[src/rtl/score_panel_ctrl.sv]
`default_nettype none
// ============================================================================
// Module   : score_panel_ctrl
// Purpose  : Paints the score panel into the shared background tile RAM.
//            Walks the PANEL_W x PANEL_H label ROM, then writes DIGITS BCD
//            score glyphs on the row below the label. The tile RAM write port
//            is shared with the board renderer through a req/grant handshake.
//            Redraw and score-update requests are coalesced so that a digit
//            row is always written from one consistent score snapshot.
// Ports    : Clk, Reset      - clock, synchronous active-high reset
//            START           - pulse, repaint label plus digits
//            SCORE_UPD       - pulse, SCORE_BCD carries a new score
//            SCORE_BCD       - score, most significant nibble first
//            BASE_ADDR       - tile RAM address of panel top-left
//            CHAR_ADDR/DATA  - combinational label ROM interface
//            TILE_REQ/GNT    - tile RAM write request / accept
//            TILE_ADDR/DATA  - tile RAM write address / data
//            BUSY, DONE      - sequence active / one-cycle end pulse
// Options  : LEADING_ZERO_BLANK_EN - when defined, zero digits ahead of the
//            first non-zero digit are written blank (8'h00); the least
//            significant digit always shows its glyph.
// Revision : 1.0 - initial release
// ============================================================================
module score_panel_ctrl #(
    parameter int         PANEL_W    = 7,
    parameter int         PANEL_H    = 6,
    parameter int         MAP_PITCH  = 32,
    parameter int         ADDR_W     = 10,
    parameter int         DIGITS     = 6,
    parameter logic [7:0] DIGIT_BASE = 8'h30
) (
    input  logic                Clk,
    input  logic                Reset,
    input  logic                START,
    input  logic                SCORE_UPD,
    input  logic [4*DIGITS-1:0] SCORE_BCD,
    input  logic [ADDR_W-1:0]   BASE_ADDR,
    output logic [5:0]          CHAR_ADDR,
    input  logic [7:0]          CHAR_DATA,
    output logic                TILE_REQ,
    input  logic                TILE_GNT,
    output logic [ADDR_W-1:0]   TILE_ADDR,
    output logic [7:0]          TILE_DATA,
    output logic                BUSY,
    output logic                DONE
);

    localparam int c_ROW_W = (PANEL_H > 1) ? $clog2(PANEL_H) : 1;
    localparam int c_COL_W = (PANEL_W > 1) ? $clog2(PANEL_W) : 1;
    localparam int c_DIG_W = (DIGITS  > 1) ? $clog2(DIGITS)  : 1;

    localparam logic [c_ROW_W-1:0] c_LAST_ROW = c_ROW_W'(PANEL_H - 1);
    localparam logic [c_COL_W-1:0] c_LAST_COL = c_COL_W'(PANEL_W - 1);
    localparam logic [c_DIG_W-1:0] c_LAST_DIG = c_DIG_W'(DIGITS - 1);

    typedef enum logic [1:0] {
        S_IDLE  = 2'd0,
        S_LABEL = 2'd1,
        S_DIGIT = 2'd2,
        S_FIN   = 2'd3
    } state_t;

    state_t                r_state;
    state_t                w_next;
    logic [c_ROW_W-1:0]    r_row;
    logic [c_COL_W-1:0]    r_col;
    logic [c_DIG_W-1:0]    r_dig;
    logic [4*DIGITS-1:0]   r_score;
    logic [4*DIGITS-1:0]   r_work;
    logic [ADDR_W-1:0]     r_base;
    logic                  r_redraw_pend;
    logic                  r_score_pend;

    logic                  w_tile_last;
    logic                  w_dig_last;
    logic                  w_leave_idle;
    logic                  w_enter_digit;
    logic [3:0]            w_nib;
    logic                  w_blank_lead;
    logic [7:0]            w_digit_data;
    logic [5:0]            w_char_addr;
    logic [ADDR_W-1:0]     w_label_addr;
    logic [ADDR_W-1:0]     w_digit_addr;

    assign w_tile_last   = (r_row == c_LAST_ROW) && (r_col == c_LAST_COL);
    assign w_dig_last    = (r_dig == c_LAST_DIG);
    assign w_leave_idle  = (r_state == S_IDLE) && (w_next != S_IDLE);
    assign w_enter_digit = (w_next == S_DIGIT) && (r_state != S_DIGIT);

    assign w_char_addr  = 6'(r_row) * 6'(PANEL_W) + 6'(r_col);
    assign w_label_addr = r_base + ADDR_W'(r_row) * ADDR_W'(MAP_PITCH) + ADDR_W'(r_col);
    assign w_digit_addr = r_base + ADDR_W'(PANEL_H * MAP_PITCH) + ADDR_W'(r_dig);

    // Digit 0 is the most significant nibble of the snapshot.
    always_comb begin
        w_nib = 4'd0;
        for (int j = 0; j < DIGITS; j++) begin
            if (r_dig == c_DIG_W'(j)) begin
                w_nib = r_work[4*(DIGITS-1-j) +: 4];
            end
        end
    end

    // Leading-zero run: every nibble up to and including the current one is
    // zero. The last digit is excluded so a zero score still shows "0".
    always_comb begin
        w_blank_lead = 1'b0;
`ifdef LEADING_ZERO_BLANK_EN
        w_blank_lead = !w_dig_last;
        for (int j = 0; j < DIGITS; j++) begin
            if ((c_DIG_W'(j) <= r_dig) && (r_work[4*(DIGITS-1-j) +: 4] != 4'd0)) begin
                w_blank_lead = 1'b0;
            end
        end
`endif
    end

    assign w_digit_data = ((w_nib > 4'd9) || w_blank_lead) ? 8'h00
                                                           : DIGIT_BASE + {4'd0, w_nib};

    always_ff @(posedge Clk) begin
        if (Reset) begin
            r_state <= S_IDLE;
        end else begin
            r_state <= w_next;
        end
    end

    always_comb begin
        w_next    = r_state;
        CHAR_ADDR = 6'd0;
        TILE_REQ  = 1'b0;
        TILE_ADDR = '0;
        TILE_DATA = 8'h00;
        BUSY      = 1'b0;
        DONE      = 1'b0;
        case (r_state)
            S_IDLE: begin
                // A repaint always includes a digit pass, so it wins.
                if (START || r_redraw_pend) begin
                    w_next = S_LABEL;
                end else if (SCORE_UPD || r_score_pend) begin
                    w_next = S_DIGIT;
                end
            end
            S_LABEL: begin
                CHAR_ADDR = w_char_addr;
                TILE_REQ  = 1'b1;
                TILE_ADDR = w_label_addr;
                TILE_DATA = CHAR_DATA;
                BUSY      = 1'b1;
                if (TILE_GNT && w_tile_last) begin
                    w_next = S_DIGIT;
                end
            end
            S_DIGIT: begin
                TILE_REQ  = 1'b1;
                TILE_ADDR = w_digit_addr;
                TILE_DATA = w_digit_data;
                BUSY      = 1'b1;
                if (TILE_GNT && w_dig_last) begin
                    w_next = S_FIN;
                end
            end
            S_FIN: begin
                DONE   = 1'b1;
                w_next = S_IDLE;
            end
            default: begin
                w_next = S_IDLE;
            end
        endcase
    end

    always_ff @(posedge Clk) begin
        if (Reset) begin
            r_row         <= '0;
            r_col         <= '0;
            r_dig         <= '0;
            r_score       <= '0;
            r_work        <= '0;
            r_base        <= '0;
            r_redraw_pend <= 1'b0;
            r_score_pend  <= 1'b0;
        end else begin
            if (SCORE_UPD) begin
                r_score <= SCORE_BCD;
            end

            // An update landing on the entry edge is consumed by this pass,
            // otherwise it is deferred to one further digit pass.
            if (w_enter_digit) begin
                r_work       <= SCORE_UPD ? SCORE_BCD : r_score;
                r_score_pend <= 1'b0;
                r_dig        <= '0;
            end else if (SCORE_UPD) begin
                r_score_pend <= 1'b1;
            end

            if (w_leave_idle) begin
                r_base <= BASE_ADDR;
            end

            if ((r_state == S_IDLE) && (w_next == S_LABEL)) begin
                r_redraw_pend <= 1'b0;
            end else if (START && (r_state != S_IDLE)) begin
                r_redraw_pend <= 1'b1;
            end

            if ((r_state == S_LABEL) && TILE_GNT) begin
                if (r_col == c_LAST_COL) begin
                    r_col <= '0;
                    r_row <= w_tile_last ? '0 : r_row + 1'b1;
                end else begin
                    r_col <= r_col + 1'b1;
                end
            end

            if ((r_state == S_DIGIT) && TILE_GNT) begin
                r_dig <= w_dig_last ? '0 : r_dig + 1'b1;
            end
        end
    end

endmodule
`default_nettype wire
[config.mk]
export PLATFORM = sky130hd
export DESIGN_NAME = score_panel_ctrl
export DESIGN_NICKNAME = d
export VERILOG_FILES = /design/src/rtl/score_panel_ctrl.sv
export SDC_FILE = /design/constraint.sdc
export NUM_CORES = 1
export LEC_CHECK = 0
export CORE_MARGIN = 3
export CORE_UTILIZATION = 57
export CTS_CLUSTER_DIAMETER = 150
export DETAILED_ROUTE_END_ITERATION = 7
export MAX_ROUTING_LAYER = met4
export PLACE_DENSITY = 0.94
export SLEW_MARGIN = 30
export SYNTH_ARGS = -nofsm -noshare
export SYNTH_HDL_FRONTEND = slang
export SYNTH_SLANG_ARGS = --single-unit
[constraint.sdc]
create_clock -name Clk -period 8.75 [get_ports Clk]
set_input_delay 1.75 -clock Clk [delete_from_list [all_inputs] [get_ports Clk]]
set_output_delay 1.75 -clock Clk [all_outputs]
set_load 0.02 [all_outputs]
==> reports/metrics.csv <==
metric,value,unit
status,"complete, no violations",
skew,0.00752,ns
rr_startpoint,r_state[0]$_SDFF_PP0_,
cp_slowest_stage_delay,0.75,ns
path_clk_slew,0.07,ns
cts_tree,built,
power,1230,uW
nets,605,
slew-limit-headroom,0.498,
initial_utilization,0.601,
syn_area,4170,sq um
drt_first_pass_iters,4,
yosysUniqueCellTypes,57,
stdcell_area,5120,sq um
grt_pass1_vias,3473,
grt_first_pass_wirelength,16200,um
worstPathArrival,3.43,ns
vias,3551,
htreeDepth,3,
routed.top_layer,met4,
synth_compound_area_frac,0.131,
synth_top_family_by_area,simple AND/OR/NAND/NOR gates,
cts_made_buffers,9,
setup_viol_count_final,0,
drc,0,
cp_slowest_cell,dfxtp_1,
cts_resized,0,
wl_per_cell,15.6,um
synth_ff_type,dfxtp_1,
reg2reg_slack,5.86,ns
track_usage,0.242,
antenna_left,0,
yosys.area_share.simple,0.198,
drt_iter0_drc,284,
syn_nets,542,
maxCapViolCount,0,
yosysWarnings,0,
p_per_area,240,nW/um^2
synth_fa_ha_area_frac,0.104,
fillerInstances,492,
cts_root_buffer,clkbuf_8,
rsz0062_at_grt,no,
min_period,5.18,ns
hpwl,7190,um
finalHoldViolations,0,
met2RoutedLength,5110,um
hold_class,flip-flop to flip-flop,
synth_xor_area_frac,0.0231,
cts_sinks,71,
gp_congestion,0.854,
fmax,193,MHz
critical_path.max_fanout,19,
diodes,0,
wl,9790,um
reg2reg_depth,8,
clock_latency,0.34,ns
holdPathStages,2,
dieArea,8380,sq um
row_count,30,
slew_violations,0,
syn_inst,464,
tightest_slew,0.753,ns
end_kind,output port,
max-vdd-ir-drop,0.000127,V
die_x,91.5,um
cp-start-kind,flip-flop,
holdPathEnd,r_score[0]$_SDFF_PP0_,
antenna_found_initial,0,
postSynthAreaPerCell,8.99,sq um
synth_mux_area_frac,0.158,
crit_top_cell,o31ai_1,
worstPathRequired,7.00,ns
die_y,91.5,um
worst-setup-path-type,flip-flop to output port,
vias_per_cell,5.66,
coreArea,6940,sq um
port_buffers,73,
drive_gt1_frac,0.0584,
area.growth.synth_to_final,22.8,%
ios,74,
wl_met3,443,um
crit_chain,"and2_1, ha_1, nor2_1, o31ai_1, a31oi_1, or4_1, o31ai_1, clkdlybuf4s50_1",
crit_start,r_dig[0]$_SDFFE_PP0P_,
ys_seq_elements,71,
grt_max_degree,74,
min_period_over_period,0.592,
totalNegativeSetupSlack,0,ns
ys_async_sr_fraction,0,
fin_hold_ws,0.511,ns
grt.overflow.total,0,
cts_hold_buffers,0,
ys_seq_area_frac,0.341,
power_leakage,0.00216,uW
hp-start,r_score[0]$_SDFF_PP0_,
reg2reg_to,r_work[23]$_SDFFE_PP0P_,
clk_path_buf_depth,2,
wl_met1,4110,um
synth_edf_count,0,
place_area,4930,sq um
postCtsSetupBuffers,0,
==> critical path, delay by kind of cell (launching register included) <==
family	cells	cell delay, ns
AND/OR/NAND/NOR	3	0.96
flip-flops	1	0.75
buffers and inverters	1	0.66
AO/OA/AOI/OAI	3	0.44
adder cells (fa/ha/maj)	1	0.28
==> synth_stat cells, drive strengths merged (2+ instances only) <==
cell type | instances | area [sq um]
mux2i | 39 | 390
dfxtp | 71 | 1420
nor3 | 9 | 45.0
ha | 25 | 313
nor2 | 52 | 195
o211ai | 3 | 22.5
or3 | 2 | 12.5
o311ai | 2 | 17.5
a21oi | 24 | 120
nand4 | 2 | 12.5
nand2 | 26 | 97.6
a22oi | 5 | 37.5
a211oi | 3 | 22.5
o31ai | 5 | 37.5
xor2 | 4 | 35.0
o22ai | 2 | 12.5
mux2 | 24 | 270
nor2b | 32 | 200
fa | 6 | 120
a31oi | 4 | 25.0
nand3b | 8 | 60.1
and3 | 2 | 12.5
a21o | 5 | 37.5
xnor2 | 7 | 61.3
o21ai | 14 | 70.1
clkbuf | 14 | 52.6
or4 | 2 | 15.0
nor4 | 3 | 33.8
buf | 11 | 61.3
inv | 20 | 75.1
nand3 | 6 | 30.0
a2111oi | 2 | 23.8
nand2b | 4 | 25.0
and2 | 10 | 62.6
==> cells by family after synthesis <==
logic type / after synthesis
AND/OR/NAND/NOR: 161
buffers and inverters: 45
XOR/XNOR: 11
AO/OA/AOI/OAI: 82
adder cells (fa/ha/maj): 31
multiplexers: 63
flip-flops: 71
==> worst max path at each step <==
stage / to / cells after the start
finish: TILE_DATA[3] / 8
global route: TILE_DATA[3] / 8
CTS: CHAR_ADDR[5] / 10
detailed placement: TILE_DATA[0] / 5
global placement: TILE_DATA[0] / 5
floorplan: TILE_DATA[3] / 9
==> cell usage in the layout, fill, tap and decap left out, types with 2 or more instances in the layout <==
cell type / netlist / routed
buf_4: 1 / 4
nor2_1: 52 / 52
or4_1: 2 / 2
nor4_1: 2 / 2
nand2_1: 26 / 26
o22ai_1: 2 / 2
mux2_1: 16 / 16
dfxtp_1: 71 / 71
mux2_2: 8 / 8
nand3_1: 6 / 6
a21o_1: 5 / 5
inv_1: 20 / 20
a22oi_1: 5 / 5
mux2i_1: 39 / 39
clkbuf_1: 14 / 2
nand3b_1: 8 / 8
nand2b_1: 4 / 4
a31oi_1: 4 / 4
nand4_1: 2 / 2
xor2_1: 4 / 4
o21ai_0: 14 / 14
nor2b_1: 32 / 32
nor3_1: 9 / 9
o31ai_1: 5 / 5
a21oi_1: 24 / 24
ha_1: 25 / 25
o211ai_1: 3 / 3
clkdlybuf4s50_1: 0 / 72
and2_1: 9 / 9
fa_1: 6 / 6
clkbuf_8: 0 / 10
xnor2_1: 7 / 7
or3_1: 2 / 2
a211oi_1: 3 / 3
and3_1: 2 / 2
o311ai_0: 2 / 2
==> sequential cells by signal (all words and copies together) (netlist names) <==
signal         flops
r_base            10
r_work            24
r_redraw_pend      1
r_row              3
r_score           24
r_col              3
r_dig              3
r_score_pend       1
r_state            2
==> layout make-up <==
class	instances	area [sq um]	share of cell area
multi-input cells	348	2560	0.500
flip-flops and latches	71	1420	0.278
repair buffers	77	756	0.148
clock buffers	12	145	0.0283
well taps	96	120	0.0235
inverters	20	75.1	0.0147
clock inverters	3	43.8	0.00855
==> routing by layer <==
metal | track usage | vias to the layer above
met4 | 0.0829 | 0
met3 | 0.0365 | 12
met1 | 0.281 | 1692
li1 | - | 1748
met2 | 0.424 | 99
met5 | - | -
==> report_power, final <==
part	switching [uW]	total (uW)	leakage, uW	internal [uW]
sequential	55.1	436	0.000582	381
clock	119	257	0.0000964	138
combinational	293	537	0.00148	245
==> stage by stage <==
step / utilization / instances / worst slack [ns]
floorplan: - / 464 / 4.38
global placement: 0.710 / 612 / 3.63
detailed placement: 0.710 / 612 / 3.65
CTS: 0.737 / 627 / 3.55
global route: 0.737 / 627 / 3.37
finish: 0.737 / 627 / 3.57
Power figures use the tool's default switching activity.
==> RTL change (config.mk and constraints unchanged) <==
The option `LEADING_ZERO_BLANK_EN` is turned on by a define.
--- a/src/rtl/score_panel_ctrl.sv
+++ b/src/rtl/score_panel_ctrl.sv
@@ -21,6 +21,8 @@
 //            significant digit always shows its glyph.
 // Revision : 1.0 - initial release
 // ============================================================================
+`define LEADING_ZERO_BLANK_EN
+
 module score_panel_ctrl #(
     parameter int         PANEL_W    = 7,
     parameter int         PANEL_H    = 6,
Behaviour: not the same (a bounded check fails within 4 cycles, from zero or initial values and one cycle with Reset high).
==> RTL change against the original RTL <==
  * Sequential cell count is the same
  * Largest cell class unchanged
  * Final cell count is 7.3% higher
  * Final area grew 0.20%
  * Setup slack better by 1.0 ps
  * Worst hold slack lost 32 ps
  * Critical path depth is 2 higher
  * Die area about the same
  * Highest routed layer unchanged
  * Wire length is 6.3% higher
  * Sequential power decreased by 8.7%
  * Core utilization up 0.14 points
  * Area after synthesis barely moved
  * Total power decreased by 16%
==> RTL change: results (changes against the original RTL) <==
| Metric | Value |
|---|---|
| Layout Utilization | `73.9% (+0.14 points)` |
| Number of fill cells | `545 (+11%)` |
| P_int | `663 uW (-13%)` |
| Post-synthesis mux area share | `8.65% (-7.2 points)` |
| Count of cell types in the netlist | `52 (-8.8%)` |
| Instance count of the mapped netlist | `515 (+11%)` |
| Clock group share of total power | `29.4% (+8.5 points)` |
| Finished Layout Cells | `673 (+7.3%)` |
| Minimum hold slack | `479 ps (-32.3 ps)` |
| Vias in the first global route | `3783 (+8.9%)` |
| Syn_nets | `595 (+9.8%)` |
| WHS Endpoint | `r_work[15]` |
| Synth Area in Adders | `11.0% (+0.61 points)` |
| Post-detailed-placement half-perimeter wirelength | `7410 um (+3.0%)` |
| Leakage | `0.00213 uW (-1.2%)` |
| Worst vdd ir | `140 uV (+11%)` |
| Total CTS buffers | `9 (unchanged)` |
| Worst-case clock skew | `12.9 ps (+5.39 ps)` |
| Multi-input gates | `389 (+12%)` |
| Multi-input logic area | `2520 um^2 (-1.7%)` |
| R2r setup slk | `5880 ps (+20 ps)` |
| Synth top cells by count | `nand2_1, dfxtp_1, nor2_1, mux2i_1, o21ai_0` |
| Largest net degree at the start of global routing | `49 (-34%)` |
| Synth Area in Compound Gates | `16.9% (+3.9 points)` |
| Fin nets | `652 (+7.8%)` |
| Final min period | `5180 ps (-1.01 ps)` |
| Max incr delay on CP | `610 ps (-140 ps)` |
| Clock latency on the worst-skew pair | `360 ps (+20 ps)` |
| Comb power frac | `32.0% (-12 points)` |
| Non-clock inverters | `25 (+25%)` |
| Dpl cells | `657 (+7.4%)` |
| DR iter-0 viols | `218 (-23%)` |
| Status | `complete, no violations` |
| Total GRT Usage | `26.3% (+2.1 points)` |
| Buffering overhead | `14.7% (-0.078 points)` |
| Slew @ Worst Pin | `805 ps (+51.3 ps)` |
| Non-clock buffers | `76 (-1.3%)` |
| Crit-path max FO | `9 (-10)` |
| Main synth FF type | `dfxtp_1` |
| Place WS | `3940 ps (+296 ps)` |
| Via count | `3850 (+8.4%)` |
| Reg-to-reg endpoint | `r_work[14]` |
| First-pass GRT wire length | `17700 um (+9.8%)` |
| Register area share after synthesis | `34.1% (about the same)` |
| Top post-synthesis cells by area | `dfxtp_1, mux2i_1, ha_1` |
| DR pass1 iterations | `6 (+2)` |
| Drt total wl | `10400 um (+6.3%)` |
| Placed instance area | `4900 um^2 (-0.56%)` |
| Critical Path Source | `r_row[2]` |
| Placer's final routability congestion estimate | `0.918 (+7.5%)` |
| Slowest stage cell, crit path | `clkdlybuf4s50_1` |
| Share of layout cells above drive strength 1 | `3.64% (-2.2 points)` |
| Cell family with most CP delay | `adder cells` |
| Setup Fix Bufs, Post-CTS | `0 (unchanged)` |
| Reg-to-Reg Start | `r_state[1]` |
| Hold path start | `r_work[15]` |
| Comb pwr | `331 uW (-38%)` |
| XOR/XNOR Fraction of Synth Area | `2.10% (-0.21 points)` |
RTL change: changes by cell type in the layout (fill, tap and decap cells not counted), moves of 4 or more:
cell and delta:
a21oi_1 -4, o21ai_0 +22, nor2_1 +9, xnor2_1 -4, inv_1 +5, nand2b_1 -4, a211oi_1 +4, nor3_1 +6
nand3_1 +6, mux2_2 -8, nand2_1 +52, nor2b_1 -26, mux2_1 -16
RTL change: how the worst max path moves through the flow:
stage / slack, ps / endpoint
5_1_grt: 3370 / TILE_DATA[0]
6_report: 3570 / CHAR_ADDR[5]
3_5_place_dp: 3940 / CHAR_ADDR[5]
3_3_place_gp: 4010 / CHAR_ADDR[5]
2_1_floorplan: 4470 / CHAR_ADDR[5]
4_1_cts: 3550 / CHAR_ADDR[5]
RTL change: per-layer routing:
metal	part of all wire (%)	GRT usage, %	vias up	routed length [um]
met5	0	-	-	0
met4	1.8	6.28	0	192
met3	5.6	6.46	26	581
met2	51	45.3	139	5300
met1	42	30.7	1787	4330
li1	-	-	1898	-
